<file path="src/rtl/cordic_controller.sv">
// Sequencer for an external CORDIC iteration core: accepts a command, steps the core for
// in_iters_i cycles, then presents the result. Optional macro CORDIC_CTRL_OVF_ABORT_EN ends a run early on core overflow.
module cordic_controller #(
   parameter int P_WIDTH     = 32,
   parameter int P_ITER_BITS = 5
) (
   input  logic                   clk,
   input  logic                   rst_n,

   input  logic                   in_valid_i,
   output logic                   in_ready_o,
   input  logic [P_WIDTH-1:0]     in_x_i,
   input  logic [P_WIDTH-1:0]     in_y_i,
   input  logic [P_WIDTH-1:0]     in_z_i,
   input  logic                   in_system_i,
   input  logic                   in_mode_i,
   input  logic [P_ITER_BITS-1:0] in_iters_i,

   output logic [P_WIDTH-1:0]     core_x_o,
   output logic [P_WIDTH-1:0]     core_y_o,
   output logic [P_WIDTH-1:0]     core_z_o,
   output logic [P_ITER_BITS-1:0] core_iter_o,
   output logic                   core_system_o,
   output logic                   core_mode_o,
   input  logic [P_WIDTH-1:0]     core_x_i,
   input  logic [P_WIDTH-1:0]     core_y_i,
   input  logic [P_WIDTH-1:0]     core_z_i,
   input  logic                   core_ovf_i,

   output logic                   out_valid_o,
   input  logic                   out_ready_i,
   output logic [P_WIDTH-1:0]     out_x_o,
   output logic [P_WIDTH-1:0]     out_y_o,
   output logic [P_WIDTH-1:0]     out_z_o,
   output logic                   out_ovf_o
);

   typedef enum logic [1:0] {
      IDLE = 2'd0,
      RUN  = 2'd1,
      DONE = 2'd2
   } state_t;

   localparam logic [P_ITER_BITS-1:0] IDX_MAX = '1;
   localparam logic [P_ITER_BITS-1:0] ONE     = P_ITER_BITS'(1);

   state_t                 state;
   state_t                 state_next;
   logic [P_WIDTH-1:0]     x_q;
   logic [P_WIDTH-1:0]     y_q;
   logic [P_WIDTH-1:0]     z_q;
   logic [P_ITER_BITS-1:0] remaining;
   logic [P_ITER_BITS-1:0] iter_idx;
   logic                   rep_done;
   logic                   system_q;
   logic                   mode_q;
   logic                   ovf_q;
   logic                   is_rep_idx;
   logic                   last_cycle;

   // Hyperbolic convergence needs indices 4 and 13 applied twice.
   assign is_rep_idx = (32'(iter_idx) == 32'd4) || (32'(iter_idx) == 32'd13);

`ifdef CORDIC_CTRL_OVF_ABORT_EN
   assign last_cycle = (remaining == ONE) || core_ovf_i;
`else
   assign last_cycle = (remaining == ONE);
`endif

   always_ff @(posedge clk or negedge rst_n) begin
      if (!rst_n) begin
         state <= IDLE;
      end else begin
         state <= state_next;
      end
   end

   always_comb begin
      state_next = state;
      case (state)
         IDLE: begin
            if (in_valid_i) begin
               state_next = (in_iters_i == '0) ? DONE : RUN;
            end
         end
         RUN: begin
            if (last_cycle) begin
               state_next = DONE;
            end
         end
         DONE: begin
            if (out_ready_i) begin
               state_next = IDLE;
            end
         end
         default: state_next = IDLE;
      endcase
   end

   always_ff @(posedge clk or negedge rst_n) begin
      if (!rst_n) begin
         x_q       <= '0;
         y_q       <= '0;
         z_q       <= '0;
         remaining <= '0;
         iter_idx  <= '0;
         rep_done  <= 1'b0;
         system_q  <= 1'b0;
         mode_q    <= 1'b0;
         ovf_q     <= 1'b0;
      end else begin
         case (state)
            IDLE: begin
               if (in_valid_i) begin
                  x_q       <= in_x_i;
                  y_q       <= in_y_i;
                  z_q       <= in_z_i;
                  system_q  <= in_system_i;
                  mode_q    <= in_mode_i;
                  remaining <= in_iters_i;
                  iter_idx  <= in_system_i ? '0 : ONE;
                  rep_done  <= 1'b0;
                  ovf_q     <= 1'b0;
               end
            end
            RUN: begin
               x_q       <= core_x_i;
               y_q       <= core_y_i;
               z_q       <= core_z_i;
               remaining <= remaining - ONE;
               ovf_q     <= ovf_q | core_ovf_i;
               if (!system_q && is_rep_idx && !rep_done) begin
                  rep_done <= 1'b1;
               end else begin
                  rep_done <= 1'b0;
                  if (iter_idx != IDX_MAX) begin
                     iter_idx <= iter_idx + ONE;
                  end
               end
            end
            default: ;
         endcase
      end
   end

   assign in_ready_o    = (state == IDLE);
   assign out_valid_o   = (state == DONE);
   assign core_x_o      = x_q;
   assign core_y_o      = y_q;
   assign core_z_o      = z_q;
   assign core_iter_o   = iter_idx;
   assign core_system_o = system_q;
   assign core_mode_o   = mode_q;
   assign out_x_o       = x_q;
   assign out_y_o       = y_q;
   assign out_z_o       = z_q;
   assign out_ovf_o     = ovf_q;

endmodule
</file>
<file path="config.mk">
export PLATFORM = sky130hd
export DESIGN_NAME = cordic_controller
export DESIGN_NICKNAME = d
export VERILOG_FILES = /design/src/rtl/cordic_controller.sv
export SDC_FILE = /design/constraint.sdc
export NUM_CORES = 1
export LEC_CHECK = 0
export BUFFER_PORTS_ARGS = -buffer_cell sky130_fd_sc_hd__clkbuf_2
export CAP_MARGIN = 15
export CORE_AREA = 2 2 158 160
export DETAILED_ROUTE_END_ITERATION = 12
export DIE_AREA = 0 0 160 162
export HOLD_SLACK_MARGIN = 0.06
export SLEW_MARGIN = 15
export SYNTH_ARGS = -nofsm -noshare
export SYNTH_HDL_FRONTEND = slang
export SYNTH_SLANG_ARGS = --single-unit
</file>
<file path="constraint.sdc">
create_clock -name clk -period 1.71 [get_ports clk]
set_input_delay 0.513 -clock clk [delete_from_list [all_inputs] [get_ports clk]]
set_output_delay 0.513 -clock clk [all_outputs]
set_load 0.02 [all_outputs]
</file>
### Word-level counts from Yosys, hierarchy flattened

Index checks and enable logic that the tools add are counted.

* bits of input ports: 204
* word-level logic and storage cells: 58
* output and inout bits: 202
* bits in registers: 112

* $add $sub $neg: 2
* reductions and logical operators: 12
* equal/unequal tests: 11
* mux-type cells: 22
* bitwise gates (word level): 1

Operators by type and width (number)
* case mux 32 bit (2 select lines): 3
* 2-to-1 mux 32 bit: 3
* 2-to-1 mux 5 bit: 4
* case mux 5 bit (2 select lines): 2
* 2-to-1 mux 2 bit: 4
* inequality test 2 bit (second input constant): 4
* case mux 2 bit (3 select lines): 1
* adder 5 x 1 -> 5 bit (second input constant): 1
* equality test 5 x 1 -> 1 bit (second input constant): 1
* equality test 5 x 3 -> 1 bit (second input constant): 1
* equality test 5 x 4 -> 1 bit (second input constant): 1
* logical NOT 5 bit: 1
* inequality test 5 bit (second input constant): 1
* subtractor 5 x 1 -> 5 bit (second input constant): 1
* case mux 1 bit (2 select lines): 2
* AND reduction 2 bit: 2
* AND reduction 4 bit: 1
* 2-to-1 mux 1 bit: 3
* AND reduction 3 bit: 1
* equality test 2 x 1 -> 1 bit (second input constant): 1
* equality test 2 bit (second input constant): 1
* logical AND 1 bit: 2
* logical NOT 1 bit: 2
* logical NOT 2 bit: 1
* other kinds (4): 4

### Longest topological paths before layout

Gate-level depths: netlist of run 1.

* word-level depth: 6
* depth in mapped cells: 8
* mapped depth without buffers: 7

### Least setup slack after synthesis of run 1

Ideal clock, no wire load.

* path kind: flip-flop to flip-flop
* start point: reg iter_idx[0], in the netlist core_iter_o[0]
* end point: reg iter_idx[2], in the netlist core_iter_o[2]
* stages on the path, launching flop included: 8
* path slack: -100 ps
* data required time: 1586 ps
* arrival: 1687 ps
* path buffers: 0
* setup time: 124 ps
* period minus slack after synthesis: 1810 ps
* cells stage by stage: dfrtp_1 ha_1 and3_1 ha_1 nand2b_1 a21o_1 o31ai_1 nand2_1

* word-level cells in the longest chain between the ends: 6
* elaborated cells on any way between the ends: 13
* classes of those cells: add/sub (1); eq/ne (5); mux (3); reduce/logical (4)

RTL lines
* from (decl): line 53 `logic [P_ITER_BITS-1:0] iter_idx;`
* from (signal assigned): line 121 `iter_idx <= in_system_i ? '0 : ONE;`
* from (signal assigned): line 137 `iter_idx <= iter_idx + ONE;`
* branches (longest 6 deep; another with adder 5 x 1 -> 5 bit)

Several ways; the timed one is not identified. The select of a mux whose other input is x is not followed.
A chain may end at the register's enable or synchronous reset.

### Worst setup path in the final report of run 1

* start point: reg iter_idx[1], in the netlist core_iter_o[1]
* end point: reg iter_idx[2], in the netlist core_iter_o[2]

Same word-level chain as after synthesis.

==> flow_metrics.py, run 1 <==
metrics = {
    "clock_tree": {
        "cts_buffers": 9,
        "cts.sinks": 112,
        "tritoncts": "built",
        "cts_hold_buffers": 0,
        "cts-root-buf": "clkbuf_16",
        "htreeDepth": 3,
        "clock_path_buffers": 2,
        "clock_latency_ns": 0.35,
        "clk_pin_slew_ns": 0.08,
    },
    "detailed_routing": {
        "drtIter0Drc": 162,
        "firstDrtPassIters": 6,
        "vias_per_cell": 4.19,
        "drcViolationCount": 0,
        "vias": 5371,
        "routedWlPerCell_um": 14.5,
        "drt-total-wl_um": 18600,
        "postRouteAntennaNets": 0,
    },
    "power": {
        "seqPwrFrac_pct": 28.5,
        "combPwrFrac_pct": 60.0,
        "p_int_mw": 9.11,
        "ir_drop_v": 0.000975,
        "p_switching_mw": 9.03,
        "p_leak_nw": 4.42,
        "swShare_pct": 49.8,
        "clockPowerShare_pct": 11.5,
        "p_per_area_nw_per_um2": 2150,
    },
    "finish": {
        "drive_gt1_share_pct": 50.7,
        "nets": 1162,
        "final_area_um2": 8440,
        "syn_to_final_growth_pct": 36.3,
        "final_cell_mix": "402 x clkbuf_2, 109 x dfrtp_1, 106 x nand2_1",
        "final_common_cell": "clkbuf_2",
        "register_area_um2": 2810,
        "multi_input_area_um2": 2430,
        "n_antenna_cell": 0,
        "num-fill-cells": 2543,
    },
    "placed_design": {
        "dpl_cell_area_um2": 8020,
        "place_congestion": 0.789,
        "dp_hpwl_um": 14900,
        "portBuffers": 405,
        "dpl_worst_slack_ns": -0.0459,
    },
    "sta": {
        "max_freq_mhz": 604,
        "fin_ws_ns": 0.0556,
        "grt_setup_unrepaired": "true",
        "finalMaxSlewViolations": 0,
        "period_needed_ns": 1.65,
        "skew_ns": 0.0123,
        "min_period_over_period_pct": 96.7,
        "setup_viol": 0,
        "worstMarginPinSlew_ns": 0.415,
        "hold_viol": 0,
        "slew_headroom_pct": 72.4,
    },
    "floorplan": {
        "fp.dieH_um": 162,
        "coreArea_um2": 24100,
        "ioPinCount": 406,
        "die_area_um2": 25900,
        "start_util_pct": 25.7,
        "dieWidth_um": 160,
        "rows": 57,
    },
    "synth": {
        "ys_types": 36,
        "syn_nets": 837,
        "ys.flop_type": "dfrtp_1",
        "syn_area_per_cell_um2": 9.88,
        "synthCells": 627,
        "synth_edf_count": 0,
        "ys_warn_count": 0,
        "postSynth.asyncResetShare_pct": 100,
        "yosys_register_bits": 112,
        "syn_area_um2": 6200,
        "synth_top_area_share_pct": 45.2,
        "yosys.area.top_type": "dfrtp_1",
        "ys_top_cells_by_area": "dfrtp_1 45%, mux2i_1 16%, buf_4 12%",
        "seq_area_frac_synth_pct": 45.2,
    },
    "setup_path": {
        "crit_path_top_delay_cell": "dfrtp_2",
        "r2r-start": "core_iter_o[1]$_DFFE_PN0P_",
        "crit_chain": "ha_4, and3_4, ha_2, nand2b_4, a21o_4, o31ai_2, nand2_1",
        "r2r_slack_ns": 0.06,
        "end_kind": "flop",
        "r2r_cells": 7,
        "path_class": "flop to flop",
        "worst_ep_required_time_ns": 1.94,
        "slowest_delay_ns": 0.43,
        "crit_fanout": 5,
        "r2r_end": "core_iter_o[2]$_DFFE_PN0P_",
        "worst_ep_arrival_time_ns": 1.89,
        "crit_path_start_kind": "flop",
    },
    "worst_hold_path": {
        "hold_path.class": "input port to asynchronous set/reset pin",
    },
    "global_route": {
        "overflow": 0,
        "grt_pass1_wl_um": 27600,
        "grt_pass1_vias": 5120,
        "grt_use_total_pct": 13.5,
        "antenna_found_initial": 1,
        "grt_max_degree": 90,
    },
    "run": {
        "maxCapViolations": 0,
    },
    "run_status": {
        "status": "finished, final reports clean",
    },
}
==> timing repair <==
action	4_1_cts	5_1_grt
gates resized for setup	10	12
gates cloned	0	1
endpoints found under the setup margin	6	7
setup buffers	3	1
pin swaps	6	2
==> per-layer routing <==
metal	part of all wire, %	track usage [%]	routed length (um)	up-vias
met5	0.097	0	18	-
met4	0.65	2.83	121	2
met3	8.8	4.24	1650	8
met1	40	15.9	7510	2427
li1	-	-	-	2681
met2	50	24.3	9340	253
==> worst max path at each step <==
stage          slack (ns)  cells after the start                         end                        from
2_1_floorplan       0.002                      7  core_iter_o[0]$_DFFE_PN0P_  core_iter_o[0]$_DFFE_PN0P_
3_3_place_gp       0.0006                      7  core_iter_o[2]$_DFFE_PN0P_  core_iter_o[0]$_DFFE_PN0P_
3_5_place_dp        -0.05                      7  core_iter_o[0]$_DFFE_PN0P_  core_iter_o[0]$_DFFE_PN0P_
4_1_cts           -0.0006                      3                  in_ready_o        state[0]$_DFFE_PN0P_
5_1_grt             -0.02                      7  core_iter_o[0]$_DFFE_PN0P_  core_iter_o[1]$_DFFE_PN0P_
6_report             0.06                      7  core_iter_o[2]$_DFFE_PN0P_  core_iter_o[1]$_DFFE_PN0P_
==> sequential cells by signal (all words and copies together), names as in the netlist <==
| register | cells |
|---|---|
| remaining | 5 |
| core_y_o | 32 |
| core_system_o | 1 |
| core_mode_o | 1 |
| core_z_o | 32 |
| core_iter_o | 5 |
| state | 2 |
| rep_done | 1 |
| out_ovf_o | 1 |
| core_x_o | 32 |
==> cell usage after synthesis (4+ instances only) <==
cell	instances
o21ai_1	78
nand2_1	106
o21ai_0	25
o22ai_1	4
nor3_1	6
nor2_1	11
inv_1	5
buf_8	8
buf_2	6
dfrtp_1	112
a21oi_1	10
buf_4	99
ha_1	6
buf_6	5
mux2i_1	96
nand2b_1	4
nand3_1	6
clkbuf_1	16
==> power groups by stage <==
stage               registers [mW]  clock network [mW]  logic [mW]
floorplan                     6.39                   0        7.13
global placement              5.22                   0        10.6
detailed placement            5.26                   0        10.7
CTS                           5.20                2.21        10.8
global route                  5.36                2.28        11.8
finish                        5.17                2.08        10.9
==> cell families after synthesis <==
family,after synthesis,synth area share [%]
compound gates,127,11.0
buf+inv,140,16.7
simple gates,143,9.88
flops,112,45.2
fa+ha+maj,6,1.21
mux,99,16.1
==> area by class of cell <==
cell class,instances,share of cell area [%]
Timing Repair Buffer,448,29.6
Inverter,6,0.267
Clock inverter,5,0.474
Sequential cell,112,33.2
Tap cell,324,4.80
Clock buffer,11,2.87
Multi-Input combinational cell,375,28.8
==> critical path: cells and delay by family (launching register included) <==
kind,cells,cell delay (ns)
compound gates,2,0.39
fa+ha+maj,2,0.32
flops,1,0.43
simple gates,3,0.38
==> through the flow <==
step	hold slack (ns)	power [mW]	util, %	TNS (ns)	cells
after global placement	0.467	15.8	33.3	0	1260
after floorplan	0.217	13.5	-	0	627
after CTS	0.0796	18.2	34.7	-0.000562	1279
final	0.0858	18.1	35.0	0	1281
after detailed placement	0.470	16.0	33.3	-0.0587	1260
after global routing	0.0968	19.4	35.0	-0.0594	1281
(Power assumes the default switching activity.)
==> inputs of run 2 (changes only) <==
--- a/config.mk
+++ b/config.mk
@@ -11,6 +11,7 @@
 export DETAILED_ROUTE_END_ITERATION = 12
 export DIE_AREA = 0 0 160 162
 export HOLD_SLACK_MARGIN = 0.06
+export RECOVER_POWER = 25
 export SLEW_MARGIN = 15
 export SYNTH_ARGS = -nofsm -noshare
 export SYNTH_HDL_FRONTEND = slang
==> flow_metrics.py, run 2 (same netlist as run 1, synthesis figures left out) <==
metrics = {
    "run_status": {
        "status": "finished, final reports clean",
    },
    "clock_tree": {
        "clock_path_buffers": 2,
        "clock_latency_ns": 0.35,
        "cts.sinks": 112,
        "htreeDepth": 3,
        "cts_buffers": 9,
        "clk_pin_slew_ns": 0.08,
        "cts_hold_buffers": 0,
        "cts-root-buf": "clkbuf_16",
        "tritoncts": "built",
    },
    "sta": {
        "setup_viol": 0,
        "period_needed_ns": 1.66,
        "holdWs_ns": 0.199,
        "slew_headroom_pct": 50.5,
        "worstMarginPinSlew_ns": 0.742,
        "max_freq_mhz": 604,
        "finalMaxSlewViolations": 0,
        "hold_viol": 0,
        "skew_ns": 0.0125,
        "min_period_over_period_pct": 96.9,
        "grt_setup_unrepaired": "true",
    },
    "worst_hold_path": {
        "hold_path.class": "input port to asynchronous set/reset pin",
    },
    "power": {
        "p_total_mw": 18.1,
        "ir_drop_v": 0.000975,
        "p_per_area_nw_per_um2": 2160,
        "p_leak_nw": 4.39,
    },
    "setup_path": {
        "r2r_cells": 6,
        "end_kind": "flop",
        "crit_buf_inv": 3,
        "crit_path_start_kind": "flop",
        "worst_ep_arrival_time_ns": 1.88,
        "slowest_delay_ns": 0.44,
        "crit_fanout": 27,
        "path_class": "flop to flop",
        "worst_ep_required_time_ns": 1.93,
        "cp-startpoint": "state[1]$_DFFE_PN0P_",
        "r2r_end": "core_x_o[8]$_DFFE_PN0P_",
        "r2r_slack_ns": 0.05,
        "crit_path_top_delay_cell": "dfrtp_2",
        "r2r-start": "state[1]$_DFFE_PN0P_",
        "crit_chain": "buf_4, nor2b_4, buf_12, buf_16, mux2i_1, o21ai_1",
        "worstSetupPathDepth": 6,
        "cp_top_family": "buffers and inverters",
    },
    "global_route": {
        "grt_max_degree": 90,
        "grt_pass1_wl_um": 27600,
        "antenna_found_initial": 1,
        "overflow": 0,
        "grt_use_total_pct": 13.5,
        "grt_pass1_vias": 5120,
    },
    "finish": {
        "final_area_um2": 8390,
        "final_common_cell": "clkbuf_2",
        "nets": 1162,
        "drive_gt1_share_pct": 50.1,
        "final_cell_mix": "404 x clkbuf_2, 109 x dfrtp_1, 106 x nand2_1",
        "n_antenna_cell": 0,
        "syn_to_final_growth_pct": 35.4,
        "finalNonFillerCells": 1281,
    },
    "floorplan": {
        "rows": 57,
        "dieWidth_um": 160,
        "start_util_pct": 25.7,
        "die_area_um2": 25900,
        "ioPinCount": 406,
        "fp.dieH_um": 162,
        "coreArea_um2": 24100,
    },
    "detailed_routing": {
        "drt-total-wl_um": 18600,
        "vias": 5376,
        "vias_per_cell": 4.20,
        "routedWlPerCell_um": 14.5,
        "drtIter0Drc": 168,
        "postRouteAntennaNets": 0,
        "firstDrtPassIters": 6,
        "drcViolationCount": 0,
    },
    "placed_design": {
        "dpl_cell_area_um2": 8020,
        "portBuffers": 405,
        "dp_hpwl_um": 14900,
        "place_congestion": 0.789,
        "dp.cells": 1260,
    },
    "run": {
        "maxCapViolations": 0,
    },
}
[run 2: cell types whose count changed in the layout (fill, tap and decap cells not counted)]
cell / change
buf_2: +1
buf_12: -2
buf_4: -7
clkbuf_2: +2
clkbuf_1: +6
[run 2: repair_timing]
action,4_1_cts,5_1_grt
setup buffers,3,1
pin swaps,6,2
endpoints found under the hold margin,0,0
resized for setup,10,12
gates cloned,0,1
setup endpoints to repair,6,7
[run 2: how the worst max path moves through the flow]
stage	to	slack, ns
3_3_place_gp	core_iter_o[2]$_DFFE_PN0P_	0.0006
2_1_floorplan	core_iter_o[0]$_DFFE_PN0P_	0.002
4_1_cts	in_ready_o	-0.0006
3_5_place_dp	core_iter_o[0]$_DFFE_PN0P_	-0.05
6_report	core_x_o[8]$_DFFE_PN0P_	0.05
5_1_grt	core_iter_o[0]$_DFFE_PN0P_	-0.02
[run 2: metrics by stage]
stage               setup WS (ns)  utilization, %   TNS (ns)
finish                     0.0539            34.8          0
global route              -0.0189            34.8    -0.0594
CTS                     -0.000562            34.7  -0.000562
detailed placement        -0.0459            33.3    -0.0587
global placement         0.000635            33.3          0
floorplan                 0.00221               -          0
[run 2: worst reg2reg max path: stages (launching register included)]
cell and delay, ns:
dfrtp_2 0.44, buf_4 0.18, nor2b_4 0.19, buf_12 0.16, buf_16 0.21, mux2i_1 0.28, o21ai_1 0.08
[run 2: power by group]
group	internal (mW)	switching [mW]
clock network	1.04	1.04
registers	3.97	1.20
logic	4.09	6.79
total	9.10	9.03
[run 2: layout make-up]
type	count	area [um2]
fillers	2555	15700
flip-flops and latches	112	2810
repair buffers	448	2440
multi-input cells	375	2430
well taps	324	405
clock buffers	11	243
clock inverters	5	40.0
inverters	6	22.5
[run 2: routing by layer]
layer  vias up  routed length [um]  global-route usage (%)
met4         2                 121                    2.83
met1      2426                7460                    15.9
met2       257                9350                    24.3
met3         8                1670                    4.24
li1       2683                   -                       -
met5         -                  18                       0
==> inputs of run 3 (changes only) <==
==> constraint.sdc (replaced) <==
create_clock -name clk -period 1.3 [get_ports clk]
set_input_delay 0.39 -clock clk [delete_from_list [all_inputs] [get_ports clk]]
set_output_delay 0.39 -clock clk [all_outputs]
set_load 0.02 [all_outputs]
==> flow_metrics.py, run 3 (same netlist as run 1, synthesis figures left out) <==
metrics = {
    "global_route": {
        "overflow": 0,
        "grt_use_total_pct": 17.2,
        "grt_pass1_wl_um": 34800,
        "antenna_found_initial": 0,
        "grt_max_degree": 30,
        "grt_pass1_vias": 6364,
    },
    "power": {
        "p_leak_nw": 6.26,
        "swShare_pct": 41.3,
        "p_switching_mw": 16.2,
        "ir_drop_v": 0.00143,
        "p_total_mw": 39.3,
        "clockPowerShare_pct": 7.9,
        "seqPwrFrac_pct": 19.5,
        "p_per_area_nw_per_um2": 3030,
        "p_int_mw": 23.1,
        "combPwrFrac_pct": 72.7,
    },
    "placed_design": {
        "dp.cells": 1310,
        "place_congestion": 0.820,
        "dpl_worst_slack_ns": -0.427,
        "portBuffers": 405,
        "dp_hpwl_um": 15200,
    },
    "setup_path": {
        "r2r_slack_ns": -0.36,
        "crit_path_top_delay_cell": "dfrtp_2",
        "worst_ep_required_time_ns": 1.55,
        "r2r_cells": 7,
        "r2r-start": "core_iter_o[0]$_DFFE_PN0P_",
        "crit_path_start_kind": "flop",
        "crit_chain": "ha_4, and3_4, ha_4, nand2b_4, a21o_4, o31ai_2, nand2_1",
        "slowest_delay_ns": 0.44,
        "r2r_end": "core_iter_o[2]$_DFFE_PN0P_",
        "path_common_cell": "ha_4",
        "crit_buf_inv": 0,
        "crit_fanout": 5,
        "path_class": "flop to flop",
        "cp_top_family": "flip-flops",
        "worst_ep_arrival_time_ns": 1.91,
        "end_kind": "flop",
    },
    "sta": {
        "period_needed_ns": 1.66,
        "worstMarginPinSlew_ns": 0.517,
        "max_freq_mhz": 602,
        "fin_ws_ns": -0.362,
        "setup_viol": 308,
        "hold_viol": 0,
        "skew_ns": 0.0132,
        "grt_setup_unrepaired": "true",
        "min_period_over_period_pct": 128,
        "finalMaxSlewViolations": 0,
        "slew_headroom_pct": 65.6,
    },
    "floorplan": {
        "ioPinCount": 406,
        "fp.dieH_um": 162,
        "coreArea_um2": 24100,
        "die_area_um2": 25900,
        "start_util_pct": 25.7,
        "rows": 57,
        "dieWidth_um": 160,
    },
    "detailed_routing": {
        "drcViolationCount": 0,
        "vias": 6513,
        "routedWlPerCell_um": 18.1,
        "vias_per_cell": 4.47,
        "firstDrtPassIters": 4,
        "drtIter0Drc": 389,
        "postRouteAntennaNets": 0,
        "drt-total-wl_um": 26300,
    },
    "finish": {
        "n_antenna_cell": 0,
        "syn_to_final_growth_pct": 109,
        "post-route-util_pct": 53.8,
        "final_common_cell": "clkbuf_2",
        "multi_input_area_um2": 3260,
        "final_cell_mix": "203 x clkbuf_2, 149 x buf_6, 118 x buf_4",
        "finalNonFillerCells": 1458,
        "register_area_um2": 2830,
        "nets": 1339,
        "drive_gt1_share_pct": 73.8,
        "num-fill-cells": 1955,
    },
    "worst_hold_path": {
        "hold_path.class": "input port to flop",
        "whs_path_depth": 2,
        "holdPathEnd": "core_mode_o$_DFFE_PN0P_",
        "min_from": "in_mode_i",
    },
    "clock_tree": {
        "cts-root-buf": "clkbuf_16",
        "cts.sinks": 112,
        "clk_pin_slew_ns": 0.09,
        "tritoncts": "built",
        "clock_path_buffers": 2,
        "clock_latency_ns": 0.36,
        "htreeDepth": 3,
        "cts_buffers": 9,
    },
    "run_status": {
        "violations": "negative setup slack",
        "status": "finished with violations",
    },
    "run": {
        "maxCapViolations": 0,
    },
}
run 3: cell count changes in the layout (fill, tap and decap cells not counted), moves of 52 or more:
cell	before	now
buf_6	2	149
nand2_1	106	36
nand2_2	0	52
buf_8	1	59
clkbuf_2	404	203
buf_4	27	118
run 3: layer usage:
| metal | up-vias | GRT usage (%) | wire length, um |
|---|---|---|---|
| met5 | - | 0 | 0 |
| met4 | 0 | 4.91 | 840 |
| met1 | 3111 | 19.9 | 9720 |
| met3 | 45 | 3.45 | 1690 |
| met2 | 305 | 32.3 | 14100 |
| li1 | 3052 | - | - |
run 3: layout make-up:
class / count / area share [%]
Clock buffer: 9 / 1.74
Timing Repair Buffer: 625 / 47.2
Tap cell: 324 / 3.13
Sequential cell: 112 / 21.8
Multi-Input combinational cell: 375 / 25.1
Clock inverter: 7 / 0.772
Inverter: 6 / 0.212
run 3: repair_timing:
item                                   in CTS  in global routing
resized for setup                         380                529
pin swaps                                  56                 41
setup endpoints to repair                 311                314
hold buffers                                1                  0
endpoints found under the hold margin      16                  0
cloned                                     22                  0
buffers inserted                           74                 45
run 3: power by group through the flow:
stage,logic (mW),registers (mW),clock network (mW)
floorplan,9.63,8.41,0
global placement,15.2,6.83,0
detailed placement,15.3,6.89,0
finish,28.5,7.64,3.10
global route,29.8,7.81,3.35
CTS,23.7,7.09,3.20
run 3: how the worst max path moves through the flow:
| stage | start | to | slack [ns] | cells past startpoint |
|---|---|---|---|---|
| detailed placement | core_iter_o[0]$_DFFE_PN0P_ | core_iter_o[0]$_DFFE_PN0P_ | -0.43 | 7 |
| global placement | core_iter_o[0]$_DFFE_PN0P_ | core_iter_o[2]$_DFFE_PN0P_ | -0.36 | 7 |
| global route | core_iter_o[0]$_DFFE_PN0P_ | core_iter_o[0]$_DFFE_PN0P_ | -0.40 | 7 |
| finish | core_iter_o[0]$_DFFE_PN0P_ | core_iter_o[2]$_DFFE_PN0P_ | -0.36 | 7 |
| floorplan | core_iter_o[1]$_DFFE_PN0P_ | core_iter_o[2]$_DFFE_PN0P_ | -0.36 | 7 |
| CTS | core_iter_o[0]$_DFFE_PN0P_ | core_iter_o[2]$_DFFE_PN0P_ | -0.35 | 7 |
run 3: worst register-to-register path, stage by stage (launching register included):
cell and delay [ns]:
dfrtp_2 0.44, ha_4 0.16, and3_4 0.18, ha_4 0.15
nand2b_4 0.15, a21o_4 0.23, o31ai_2 0.17, nand2_1 0.07
run 3: per-stage QoR:
step                      instance area (um2)  TNS, ns  hold WS [ns]
after floorplan                          6310    -5.59        0.0944
after CTS                               11500   -38.17         0.247
after detailed placement                 8550   -10.16         0.383
final                                   13000   -32.88         0.271
after global routing                    13000   -47.09         0.257
after global placement                   8550    -8.62         0.390
